==> src/rtl/udc_pkg.sv <==
// Shared constants and the load clamp helper for the up/down counter.
package udc_pkg;

    localparam logic MODE_UP  = 1'b1;
    localparam logic MODE_DN  = 1'b0;
    localparam logic BND_WRAP = 1'b0;
    localparam logic BND_SAT  = 1'b1;

    // Out-of-range load values land on the top of the count range.
    function automatic int unsigned clamp_load(input int unsigned val, input int unsigned mod);
        return (val < mod) ? val : mod - 1;
    endfunction

endpackage

==> src/rtl/udc_next_calc.sv <==
// Next-count and boundary-event computation for one enabled count step.
module udc_next_calc
    import udc_pkg::*;
#(
    parameter int unsigned N      = 8,
    parameter int unsigned MOD    = 2**N,
    parameter int unsigned STEP_W = 4
) (
    input  logic [N-1:0]      count,
    input  logic [STEP_W-1:0] step,
    input  logic              mode,
    input  logic              sat,
    output logic [N-1:0]      next_count,
    output logic              ovf_evt,
    output logic              unf_evt
);

    localparam int unsigned NW = N + 1;
    localparam logic [N:0]  MOD_V = NW'(MOD);
    localparam logic [N:0]  MAX_V = NW'(MOD - 1);

    logic [N:0] cnt_ext;
    logic [N:0] step_ext;
    logic [N:0] sum;

    assign cnt_ext  = {1'b0, count};
    assign step_ext = NW'(step);
    assign sum      = cnt_ext + step_ext;

    // Arithmetic is kept at N+1 bits so MOD == 2**N and carries are exact.
    always_comb begin
        next_count = count;
        ovf_evt    = 1'b0;
        unf_evt    = 1'b0;
        if (mode == MODE_UP) begin
            if (sum <= MAX_V) begin
                next_count = N'(sum);
            end else begin
                ovf_evt    = 1'b1;
                next_count = (sat == BND_SAT) ? N'(MAX_V) : N'(sum - MOD_V);
            end
        end else begin
            if (cnt_ext >= step_ext) begin
                next_count = N'(cnt_ext - step_ext);
            end else begin
                unf_evt    = 1'b1;
                next_count = (sat == BND_SAT) ? '0 : N'(cnt_ext + MOD_V - step_ext);
            end
        end
    end

endmodule

==> src/rtl/up_down_counter_mod.sv <==
// Modulo up/down counter with load, enable, variable step and wrap/saturate.
// Define UDC_STICKY_FLAGS_EN to add flag_clr and sticky ovf/unf outputs.
module up_down_counter_mod
    import udc_pkg::*;
#(
    parameter int unsigned N      = 8,
    parameter int unsigned MOD    = 2**N,
    parameter int unsigned STEP_W = 4
) (
    input  logic              clk,
    input  logic              rst,
    input  logic              en,
    input  logic              load,
    input  logic [N-1:0]      load_val,
    input  logic              mode,
    input  logic              sat,
    input  logic [STEP_W-1:0] step,
`ifdef UDC_STICKY_FLAGS_EN
    input  logic              flag_clr,
    output logic              ovf_sticky,
    output logic              unf_sticky,
`endif
    output logic [N-1:0]      count,
    output logic              at_max,
    output logic              at_min,
    output logic              ovf,
    output logic              unf
);

    logic [N-1:0] count_q, count_d;
    logic         ovf_q, ovf_d;
    logic         unf_q, unf_d;
    logic [N-1:0] calc_count;
    logic         calc_ovf;
    logic         calc_unf;

    udc_next_calc #(
        .N      (N),
        .MOD    (MOD),
        .STEP_W (STEP_W)
    ) u_next_calc (
        .count      (count_q),
        .step       (step),
        .mode       (mode),
        .sat        (sat),
        .next_count (calc_count),
        .ovf_evt    (calc_ovf),
        .unf_evt    (calc_unf)
    );

    // Priority: load > en > hold; flags pulse only on enabled boundary crossings.
    always_comb begin
        count_d = count_q;
        ovf_d   = 1'b0;
        unf_d   = 1'b0;
        if (load) begin
            count_d = N'(clamp_load(32'(load_val), MOD));
        end else if (en) begin
            count_d = calc_count;
            ovf_d   = calc_ovf;
            unf_d   = calc_unf;
        end
    end

    always_ff @(posedge clk) begin
        if (!rst) begin
            count_q <= '0;
            ovf_q   <= 1'b0;
            unf_q   <= 1'b0;
        end else begin
            count_q <= count_d;
            ovf_q   <= ovf_d;
            unf_q   <= unf_d;
        end
    end

`ifdef UDC_STICKY_FLAGS_EN
    logic ovf_sticky_q, ovf_sticky_d;
    logic unf_sticky_q, unf_sticky_d;

    // A new event in the same cycle as flag_clr keeps the flag set.
    always_comb begin
        ovf_sticky_d = ovf_d | (ovf_sticky_q & ~flag_clr);
        unf_sticky_d = unf_d | (unf_sticky_q & ~flag_clr);
    end

    always_ff @(posedge clk) begin
        if (!rst) begin
            ovf_sticky_q <= 1'b0;
            unf_sticky_q <= 1'b0;
        end else begin
            ovf_sticky_q <= ovf_sticky_d;
            unf_sticky_q <= unf_sticky_d;
        end
    end

    assign ovf_sticky = ovf_sticky_q;
    assign unf_sticky = unf_sticky_q;
`endif

    assign count  = count_q;
    assign ovf    = ovf_q;
    assign unf    = unf_q;
    assign at_max = (count_q == N'(MOD - 1));
    assign at_min = (count_q == '0);

    a_step_legal: assert property (@(posedge clk) disable iff (!rst)
        (en && !load) |-> (32'(step) < MOD));

endmodule

==> config.mk <==
export PLATFORM = sky130hd
export DESIGN_NAME = up_down_counter_mod
export DESIGN_NICKNAME = d
export VERILOG_FILES = /design/src/rtl/udc_pkg.sv /design/src/rtl/udc_next_calc.sv /design/src/rtl/up_down_counter_mod.sv
export SDC_FILE = /design/constraint.sdc
export NUM_CORES = 1
export LEC_CHECK = 0
export BUFFER_PORTS_ARGS = -buffer_cell sky130_fd_sc_hd__buf_2
export CORE_ASPECT_RATIO = 1.1
export CORE_MARGIN = 4
export CORE_UTILIZATION = 54
export CTS_BUF_LIST = sky130_fd_sc_hd__clkbuf_8
export DETAILED_ROUTE_END_ITERATION = 10
export PLACE_DENSITY_LB_ADDON = 0.08
export SYNTH_ARGS = -nofsm -noshare
export SYNTH_HDL_FRONTEND = slang
export SYNTH_SLANG_ARGS = --single-unit
==> constraint.sdc <==
create_clock -name clk -period 2.5 [get_ports clk]
set_input_delay 0.125 -clock clk [delete_from_list [all_inputs] [get_ports clk]]
set_output_delay 0.125 -clock clk [all_outputs]
set_load 0.05 [all_outputs]
==> flow_summary.toml <==
[synth]
ys_async_sr_fraction_pct = 0
ys_seq_area_share_pct = 18.0
ys_types = 51
synth_edf_count = 0
synth.avg_cell_area_um2 = 7.64
syn_inst = 146
syn_nets = 174
synthTopCellsByCount = "a21oi_1, nor2_1, dfxtp_1"
synth_area_leaders = "dfxtp_1, ha_1, a21oi_1, nor2b_1, nor2_1"
synth-seq-cells = 10
yosys_warnings = 0
synthFlopType = "dfxtp_1"
synth_top_area_share_pct = 18.0
synth.largest_area_cell = "dfxtp_1"
syn-cell-area_um2 = 1110

[sta]
fmax_mhz = 421
hold_viol = 0
rsz0062_at_grt = "false"
final.setup.tns_ns = 0
finalCriticalPeriod_ns = 2.37
fin_worst_skew_ns = 0.00336
fin_crit_sh_pct = 94.9
worstMarginPinSlew_ns = 0.575
setup_viol = 0
whs_ns = 0.189
fin_ws_ns = 0.127
relSlewSlack_pct = 61.6
slew_viol_final = 0

[critical_path]
cp-endpoint = "count[3]"
cp-startpoint = "count[0]"
cp-start-kind = "register"
critPathMaxFanout = 5
required_ns = 2.68
r2r_start = "count[0]"
timing.reg2reg.setup_slack_ns = 0.13
cp-end-kind = "register"
critPathArrivalTime_ns = 2.55
rr_worst_depth = 9
r2r_end = "count[3]"
crit_type = "register to register"

[layout]
nets = 202
nFillCells = 162
antennaDiodeCount = 0
area_delta_synth_final_pct = 19.6
drive_above_1_share_pct = 28.5

[die]
rows = 16
core_area_um2 = 1860
pin_count = 30
die_w_um = 51.3
die-area_um2 = 2860
start_util_pct = 59.9
die_h_um = 55.7

[clocking]
clockBufferDepth = 2
cts_tree = "yes"
htree_levels = 1
clk_latency_ns = 0.24
root_buffer = "clkbuf_8"
clock_sinks = 10
clk_pin_slew_ns = 0.05
cts_made_buffers = 3

[grt]
grt_pass1_vias = 1166
grt_max_degree = 20
antenna_found_initial = 0
grt_pass1_wl_um = 5420
grt_usage_pct = 24.2
grt-ovfl-total = 0

[power]
vdd.ir_drop.worst_mv = 0.333
p_sw_share_pct = 41.0
power.leakage_uw = 0.000591
p_int_uw = 393
p_switching_uw = 273
clkPwrFrac_pct = 24.7
p_seq_share_pct = 30.3
power_density_nw_per_um2 = 500
combPwrFrac_pct = 44.9

[flow_run]
maxCapViolCount = 0

[detailed_routing]
drc_errors = 0
num_vias = 1242
detail-route-antenna-nets = 0
totalWireLength_um = 3310
dr.pass1.iters = 4
wl_per_cell_um = 16.6
first_iter_violations = 70
vias_per_cell = 6.24

[hold_path]
hp-class = "input port to register"

[place]
hpwl_um = 2530
dp_slack_ns = 0.0501
portBuffers = 29
routabilityCongestion = 0.897

[outcome]
outcome = "finished, final reports clean"
[what timing repair did]
action                     4_1_cts  5_1_grt
hold buffers                     0        0
gates resized for setup          0        2
setup endpoints to repair        0        4
setup buffers                    0        1
[placed cells by master, fill, tap and decap left out, types with 2 or more instances in the layout]
cell type / Yosys / final
a21o_1: 2 / 2
buf_2: 3 / 29
nor2_1: 11 / 11
nand3_1: 2 / 2
o31ai_1: 2 / 2
a211o_1: 2 / 2
nor4b_1: 2 / 2
clkbuf_8: 0 / 3
nand4_1: 4 / 4
xnor2_1: 2 / 2
and4_1: 3 / 3
a21oi_1: 11 / 11
nor2b_1: 7 / 7
o221a_2: 2 / 2
ha_1: 8 / 8
dfxtp_1: 10 / 8
o21ai_0: 7 / 7
nand2b_1: 6 / 6
nand2_1: 9 / 9
dfxtp_2: 0 / 2
inv_1: 9 / 9
nor3_1: 7 / 7
buf_4: 0 / 4
[cell type report]
class	instances	area (µm²)	share of cell area [%]
Timing Repair Buffer	33	175	13.1
Sequential cell	10	203	15.2
Clock buffer	3	41.3	3.10
Inverter	10	37.5	2.81
Multi-Input combinational cell	116	843	63.2
Tap cell	27	33.8	2.53
[per-layer routing]
metal	vias up	part of all wire (%)	routed length, µm	global-route usage, %
met1	565	41	1360	32.3
li1	599	-	-	-
met3	6	10	332	6.70
met4	0	1.5	51	8.24
met5	-	0	0	0
met2	72	47	1560	37.2
[state kept, by name, summed over array words and instances (netlist names)]
register and flops:
unf 1, ovf 1, count 8
[metrics by stage]
step	instance area, µm²	util, %	total power, µW	instances
after detailed placement	1280	68.6	493	195
after global routing	1330	71.6	708	199
after CTS	1320	70.8	657	198
final	1330	71.6	666	199
after global placement	1280	68.6	487	195
after floorplan	1120	-	419	146
[power groups by stage]
stage	Sequential (µW)	Combinational (µW)	Clock, µW
finish	202	299	165
global route	206	324	178
CTS	201	291	165
detailed placement	204	289	0
global placement	203	284	0
floorplan	234	184	0
[worst max-delay path: stages (launching register included)]
cell and delay, ns:
dfxtp_2 0.34, inv_1 0.06, ha_1 0.20, fa_2 0.35, nand2b_2 0.21, o2bb2ai_2 0.16, and3_4 0.20, a211o_1 0.30
o32ai_2 0.28, o221a_1 0.21
[how the worst min path moves through the flow]
stage / startpoint / endpoint / slack [ns] / depth (start not counted)
6_report: load_val[7] / count[7] / 0.19 / 3
5_1_grt: load_val[7] / count[7] / 0.21 / 3
4_1_cts: load_val[7] / count[7] / 0.19 / 3
3_5_place_dp: load_val[7] / count[7] / 0.42 / 3
3_3_place_gp: load_val[7] / count[7] / 0.42 / 3
2_1_floorplan: load_val[7] / count[7] / 0.32 / 2
[cell families after synthesis]
family	after synthesis	synth area share, %
adders and majority gates	10	12.6
buffers and inverters	20	7.07
AOI/OAI and AO/OA	45	31.2
and+or+nand+nor	59	29.6
xor gates and xnor gates	2	1.57
DFF	10	18.0
(Power assumes the default switching activity.)
